<file path="config.mk">
export PLATFORM = sky130hd
export DESIGN_NAME = dut_job_arbiter
export DESIGN_NICKNAME = d
export VERILOG_FILES = /design/src/rtl/dut_job_arbiter.sv
export SDC_FILE = /design/constraint.sdc
export NUM_CORES = 1
export LEC_CHECK = 0
export ABC_AREA = 1
export CORE_AREA = 2 2 92 94
export DETAILED_ROUTE_END_ITERATION = 16
export DIE_AREA = 0 0 94 96
export PLACE_DENSITY = 0.88
export SYNTH_ARGS = -nofsm -noshare
export SYNTH_HDL_FRONTEND = slang
export SYNTH_SLANG_ARGS = --single-unit
</file>
<file path="constraint.sdc">
create_clock -name clk -period 2.35 [get_ports clk]
set_input_delay 0.5875 -clock clk [delete_from_list [all_inputs] [get_ports clk]]
set_output_delay 0.5875 -clock clk [all_outputs]
set_load 0.01 [all_outputs]
</file>
<file path="src/rtl/dut_job_arbiter.sv">
// Round-robin arbiter that serialises per-requester jobs onto one shared DUT port.
// Define DUT_ARB_WATCHDOG_EN to add a per-job watchdog that aborts stuck jobs via req_err.
module dut_job_arbiter #(
  parameter int NREQ    = 4,
  parameter int ARG_W   = 32,
  parameter int TIMEOUT = 100
) (
  input  logic                  clk,
  input  logic                  rst,
  input  logic [NREQ-1:0]       req,
  input  logic [NREQ*ARG_W-1:0] req_arg,
  output logic [NREQ-1:0]       req_done,
  output logic [NREQ-1:0]       req_err,
  output logic [ARG_W-1:0]      dut_arg,
  output logic                  dut_arg_stb,
  input  logic                  dut_arg_ack,
  input  logic                  dut_res_stb,
  output logic                  busy
);

  localparam int IDX_W = $clog2(NREQ);

  typedef enum logic [1:0] {
    IDLE,
    ISSUE,
    WAIT_RES,
    DRAIN
  } state_e;

  state_e                 state_q, state_d;
  logic [IDX_W-1:0]       idx_q, idx_d;
  logic [IDX_W-1:0]       rr_ptr_q, rr_ptr_d;
  logic [ARG_W-1:0]       arg_q, arg_d;
  logic                   stb_q, stb_d;
  logic [NREQ-1:0]        done_q, done_d;
  logic [NREQ-1:0]        err_q, err_d;

  logic [ARG_W-1:0]       arg_slice [NREQ];
  logic [IDX_W-1:0]       grant_idx;
  logic [IDX_W-1:0]       cand;
  logic                   grant_vld;
  logic [IDX_W-1:0]       next_ptr;
  logic                   wd_fire;

  for (genvar i = 0; i < NREQ; i++) begin : g_slice
    assign arg_slice[i] = req_arg[i*ARG_W +: ARG_W];
  end

  // Scan from the farthest offset down so the requester closest to rr_ptr wins.
  always_comb begin
    grant_vld = 1'b0;
    grant_idx = '0;
    cand      = '0;
    for (int k = NREQ-1; k >= 0; k--) begin
      cand = IDX_W'((int'(rr_ptr_q) + k) % NREQ);
      if (req[cand]) begin
        grant_vld = 1'b1;
        grant_idx = cand;
      end
    end
  end

  assign next_ptr = (idx_q == IDX_W'(NREQ-1)) ? '0 : idx_q + 1'b1;

`ifdef DUT_ARB_WATCHDOG_EN
  localparam int CNT_W = $clog2(TIMEOUT+1);

  logic [CNT_W-1:0] wd_cnt_q, wd_cnt_d;
  logic             job_active;

  assign job_active = (state_q == ISSUE) || (state_q == WAIT_RES);
  assign wd_fire    = job_active && (wd_cnt_q == CNT_W'(TIMEOUT-1));

  always_comb begin
    wd_cnt_d = wd_cnt_q;
    if (state_q == IDLE) begin
      wd_cnt_d = '0;
    end else if (job_active) begin
      wd_cnt_d = wd_cnt_q + 1'b1;
    end
  end

  always_ff @(posedge clk) begin
    if (rst) begin
      wd_cnt_q <= '0;
    end else begin
      wd_cnt_q <= wd_cnt_d;
    end
  end
`else
  assign wd_fire = 1'b0;
`endif

  // NOTE: every output of this block gets a default first so no path leaves a latch.
  always_comb begin
    state_d  = state_q;
    idx_d    = idx_q;
    rr_ptr_d = rr_ptr_q;
    arg_d    = arg_q;
    stb_d    = stb_q;
    done_d   = '0;
    err_d    = '0;
    case (state_q)
      IDLE: begin
        stb_d = 1'b0;
        if (grant_vld) begin
          state_d = ISSUE;
          idx_d   = grant_idx;
          arg_d   = arg_slice[grant_idx];
        end
      end
      ISSUE: begin
        stb_d = 1'b1;
        if (wd_fire) begin
          state_d       = DRAIN;
          stb_d         = 1'b0;
          err_d[idx_q]  = 1'b1;
          rr_ptr_d      = next_ptr;
        end else if (stb_q && dut_arg_ack) begin
          state_d = WAIT_RES;
        end
      end
      WAIT_RES: begin
        stb_d = 1'b1;
        // A result arriving on the timeout cycle still counts as a completion.
        if (dut_res_stb) begin
          state_d       = DRAIN;
          stb_d         = 1'b0;
          done_d[idx_q] = 1'b1;
          rr_ptr_d      = next_ptr;
        end else if (wd_fire) begin
          state_d      = DRAIN;
          stb_d        = 1'b0;
          err_d[idx_q] = 1'b1;
          rr_ptr_d     = next_ptr;
        end
      end
      DRAIN: begin
        stb_d = 1'b0;
        if (!dut_arg_ack && !dut_res_stb) begin
          state_d = IDLE;
        end
      end
      default: begin
        state_d = IDLE;
        stb_d   = 1'b0;
      end
    endcase
  end

  // NOTE: state flops use non-blocking assignments so all of them update together at the edge.
  always_ff @(posedge clk) begin
    if (rst) begin
      state_q  <= IDLE;
      idx_q    <= '0;
      rr_ptr_q <= '0;
      arg_q    <= '0;
      stb_q    <= 1'b0;
      done_q   <= '0;
      err_q    <= '0;
    end else begin
      state_q  <= state_d;
      idx_q    <= idx_d;
      rr_ptr_q <= rr_ptr_d;
      arg_q    <= arg_d;
      stb_q    <= stb_d;
      done_q   <= done_d;
      err_q    <= err_d;
    end
  end

  assign dut_arg     = arg_q;
  assign dut_arg_stb = stb_q;
  assign req_done    = done_q;
  assign req_err     = err_q;
  assign busy        = (state_q != IDLE);

endmodule

</file>
### After elaboration in Yosys (flattened, before gate mapping)

Cells that the tools add are included.

| storage, ports and cells | value |
|---|---|
| register bits after elaboration | 43 |
| latch bits | 0 |
| memory bits (writable) | 0 |
| memory bits (read-only) | 0 |
| input bits | 136 |
| memories | 0 |

| cells by class | value |
|---|---|
| $add $sub $neg | 4 |
| multipliers | 0 |
| div/mod/pow operators | 0 |
| order comparisons | 7 |
| equal/unequal tests | 8 |
| shifts and indexed selects | 0 |
| mux-type cells | 29 |
| bitwise logic cells | 3 |
| reduce and logical (&&, ||, !) cells | 12 |

Operators with widths:

| operator | number |
|---|---|
| $bmux 32 s2 | 1 |
| $mux 32 | 2 |
| $mux 2 | 9 |
| $lt 2x3->1 const B | 5 |
| $mux 1 | 10 |
| $bmux 1 s2 | 4 |
| $ne 2x2->1 const B | 4 |
| $pmux 2 s4 | 1 |
| $eq 2x2->1 const B | 3 |
| $add 2x1->2 const B | 2 |
| $add 2x2->2 const B | 2 |
| $reduce_and 2->1 | 2 |
| $reduce_and 4->1 | 1 |
| $ge 3x3->1 const B | 1 |
| $logic_and 1x1->1 | 3 |
| $not 2->3 | 1 |
| $pmux 1 s3 | 1 |
| $reduce_or 3->1 | 1 |
| $demux 1 s2 | 1 |
| $eq 2x1->1 const B | 1 |
| $ge 2x1->1 const B | 1 |
| $logic_not 1->1 | 2 |
| $logic_not 2->1 | 1 |
| $not 1->1 | 2 |
| other kinds (2) | 2 |

### Logic depth before layout (Yosys ltp)

| depth | value |
|---|---|
| depth in word-level cells | 11 |
| mapped depth | 15 |
| depth with buffers taken out | 13 |

### Worst setup path after synthesis

Ideal clock, no wire load.

| timing | value |
|---|---|
| path type | input port to flip-flop |
| start point | input port req[1] |
| end point | register arg_q[14], in the netlist dut_arg[14] |
| data arrival time | 1758 ps |
| slack | 478 ps |
| stages | 13 |
| buffers on the path | 1 |
| path through | inv_1 -> nand2_1 -> nand3_1 -> inv_1 -> nor2_1 -> nand2_1 -> o21ai_4 -> inv_2 -> buf_2 -> nor2_1 -> nor2_1 -> nand2_1 -> nor2_1 |

| on the way | value |
|---|---|
| cells in the longest elaborated chain, start to end | 10 |
| elaborated cells between the ends (all ways) | 21 |
| those cells by class | mux (19); bitwise (1); reduce/logical (1) |

Ends and longest elaborated chain:

| item | RTL line | RTL |
|---|---|---|
| start: declaration | 10 | `input logic [NREQ-1:0] req,` |
| $bmux 1 s2 | 56 | `if (req[cand]) begin` |
| $mux 1 (not written as such) | 56 |  |
| $mux 2 (4 in a row) | 56 |  |
| $not 2->3 (not written as such) | 109 | `arg_d = arg_slice[grant_idx];` |
| $bmux 32 s2 | 109 |  |
| $mux 32 (not written as such) (2 in a row) | 109 |  |
| end signal: assignment | 165 | `arg_q <= arg_d;` |
| end: declaration | 33 | `logic [ARG_W-1:0] arg_q, arg_d;` |

Parallel ways exist; a longest one is shown, timed or not. The select of a mux whose other input is x is not followed.
A chain may end at the register's enable or synchronous reset.

### Worst setup path in the final report

| timing | value |
|---|---|
| start point | register state_q[1] |
| end point | output port busy |

| on the way | value |
|---|---|
| cells in the longest elaborated chain, start to end | 1 |

Ends and longest elaborated chain:

| item | RTL line | RTL |
|---|---|---|
| start: declaration | 30 | `state_e state_q, state_d;` |
| start signal: assignment | 162 | `state_q <= state_d;` |
| $reduce_bool 2->1 | 176 | `assign busy = (state_q != IDLE);` |
| end: declaration | 18 | `output logic busy` |

No other way between the ends.

==> impl_results.md <==
- Status: finished, final reports clean
- I/O pins: 178
- Final Skew: a little under 0.008 ns
- Post-Syn Instances: 481
- Yosys reg bits: 43
- Crit path DAT: around 1.6 ns
- Final hold vios: 0
- Die H: between 90 and 100 um
- Ys async rst share: 0
- Final Max Slew Viols: 0
- Min-Delay Path Class: reg -> reg
- VDD IR max: between 0.5 and 0.6 mV
- Synth Cell Area: approximately 3000 um2
- Worst-path cell chain: inv_1 -> ha_1 -> inv_1 -> clkdlybuf4s50_1
- TNS Setup: 0 ns
- Slowest stage delay, CP: about 0.53 ns
- Antenna violations before repair: 0
- Rel. slew slack: 0.5779
- Crit path top cell by count: inv_1
- Root buf cell: clkbuf_8
- First-pass GRT wire length: about 15,000 um
- Post-synth EDFFs: 0
- Post-synthesis mux area share: 0
- WL/cell: about 13 um
- Drt initial violations: about 140
- M1 GR Usage: 0.2281
- Combinational family with the most area after synthesis: simple AND/OR/NAND/NOR gates
- Syn. warnings: 0
- Top delay family on crit path: buffers and inverters
- Worst reg2reg path depth: 13
- GRT Overall Usage: 0.2099
- Post-route minimum period: about 2.2 ns
- DRT Wirelength: ~10,000 um
- Sequential-to-total area share from yosys stat: 0.2896
- Top cells by area, synth: dfxtp_1 29%, nand2_1 19%, nand3_1 15%
- Initial Util: 0.3692
- Mean Syn Cell Area: 6.181 um2
- Ant diodes: 0
- Vias: about 3.8k
- WHS Path Cells: 2
- CP Launch Type: flop
- Most frequent cells in the layout: 173 x clkdlybuf4s50_1, 148 x nand2_1, 91 x nand3_1
- Pwr/cell area: 1047 nW/um2
- Final instance area: ~5000 um2
- CP required: 1.76 ns
- Simple-gate share of the synthesized area: 0.4331
- WP buf/inv: 3
- Most common cell after layout, fill and taps aside: clkdlybuf4s50_1
- Clock-pin slew on the worst setup and hold paths: ~0.08 ns
- Levels on crit path: 4
- Synth Area in Compound Gates: 0.1216
- Vias in the first global route: roughly 3.5k
- Full die area: ~9000 um2
- Met2 usage: 0.4060
- Area grow syn2layout: 66.54%
- CTS tree: done
- Nets: slightly below 800
- Setup Viol. Count Final: 0
- CTS H-tree lvls: 2
- Clock tree sinks: 43
- Setup CP Type: reg -> out
- Post-DP HPWL: 7755 um
- Fmax achieved: ~0.45 GHz
- Worst Setup Slack, final: ~0.13 ns
- Leak pwr: 2.159 nW
- Gr busiest metal: met2
- CP max stage cell: clkdlybuf4s50_1
- Worst slack, placed: -0.2322 ns
- Core area: a little over 8000 um2
- DR vias/cell: roughly 5.0
- Pin count of the biggest net entering global routing: 37
- Post-route ant nets: 0
- Crit Path Max Fanout: 5
- Yosys top cell area share: 0.2896
- Crit share post-route: 0.9454
- Congestion Overflow GR: 0
- Tot Pwr: about 5.2 mW
- I/O Buffers: ~170
- DRC: 0
- Cts bufs inserted: 5
- Setup crit end kind: output port
- Drt pass-1 iters: 5
- Cell Area, Placed: 4820 um2
- Max-cap violations: 0
- Row cnt: 33
- Hold_buf cts: 0
- Synth Area in Adders: 0.04209
- Hold_ws: around 0.54 ns
- Main synth FF type: dfxtp_1
- Clock latency on the worst-skew pair: approximately 0.29 ns
- Met3 Use GR: 0.05482
- Routability cong.: about 0.87
- XOR/XNOR share of the synthesized area: 0.002946
- Cell accounting for the most synthesized area: dfxtp_1
- Layout cell share with drive strength beyond 1: 0.06047
- RSZ-0062 raised after global routing: no
- Max Buffers Root-to-Sink: 2
- Die width: roughly 94 um
- Worst slew pin tran: between 0.6 and 0.7 ns
- Distinct cells, synth: 25
==> final timing paths <==
kind	from	end	slack, ns
max reg2reg	rr_ptr_q[0]	dut_arg[20]	0.21
max	state_q[1]	busy	0.13
min reg2reg	dut_arg[18]	dut_arg[18]	0.54
min	dut_arg[18]	dut_arg[18]	0.54
==> cells in the mapped netlist (2+ instances only) <==
master      n
nand2_1   148
nand3_1    92
nor2_1     47
dfxtp_1    43
a21oi_1    40
inv_1      21
o21ai_0    20
buf_2      11
ha_1       10
buf_4       8
buf_6       7
o21ai_1     6
clkbuf_1    5
inv_2       5
buf_1       4
a211oi_1    2
nand2_4     2
nand3_2     2
nor2_4      2
==> cell type report <==
type | count | area [um2]
inverter | 26 | 100.1
fill | 710 | 3100
clock buffer | 6 | 72.57
sequential | 43 | 862.1
tap | 105 | 131.4
multi-input combinational | 380 | 1803
timing repair buffer | 189 | 1952
clock inverter | 1 | 30.03
==> per-stage QoR <==
stage          std cells    util
2_1_floorplan        484       -
3_3_place_gp         742  0.5986
3_5_place_dp         742  0.5986
4_1_cts              749  0.6113
5_1_grt              750  0.6149
6_report             750  0.6149
==> cell families (layout without fill, tap and decap cells) <==
group                    after synthesis  in the layout
other                                  1              4
adder cells (fa/ha/maj)               10             10
buffers and inverters                 61            222
flip-flops                            43             43
AO/OA/AOI/OAI                         69             69
XOR/XNOR                               1              1
AND/OR/NAND/NOR                      296            296
==> state kept, by name (all words and copies together) (netlist names) <==
name and flops:
dut_arg 32, idx_q 2, rr_ptr_q 2, dut_arg_stb 1, req_done 4, state_q 2
==> timing repair <==
item                       in CTS  in global routing
setup endpoints to repair       0                 26
setup buffers                   0                  1
resized for setup               0                  4
hold endpoints to repair        0                  0
==> worst reg2reg max path: stages, from the launching register on <==
cell     delay [ns]
dfxtp_1        0.59
inv_1          0.17
nand2_1        0.13
nand3_1        0.14
nand2_1        0.11
nand3_2        0.10
nand2_2        0.10
nand2_4        0.07
nand2_4        0.12
buf_12         0.19
nand2_1        0.09
nand3_1        0.07
nand2_1        0.09
a21oi_1        0.12
==> layer usage <==
metal | vias to the layer above | wire (um) | part of all wire
met4 | 0 | 106 | 0.011
met5 | - | 0 | 0
met3 | 10 | 735 | 0.073
met1 | 1711 | 3786 | 0.38
met2 | 156 | 5384 | 0.54
li1 | 1879 | - | -
==> power breakdown <==
group          switching, mW  total, mW  internal, mW
Combinational           1.77       3.36          1.60
Sequential             0.213       1.27          1.06
Clock                  0.237      0.549         0.312
Total                   2.22       5.19          2.97
No activity file was read; power rests on OpenSTA's default activity.
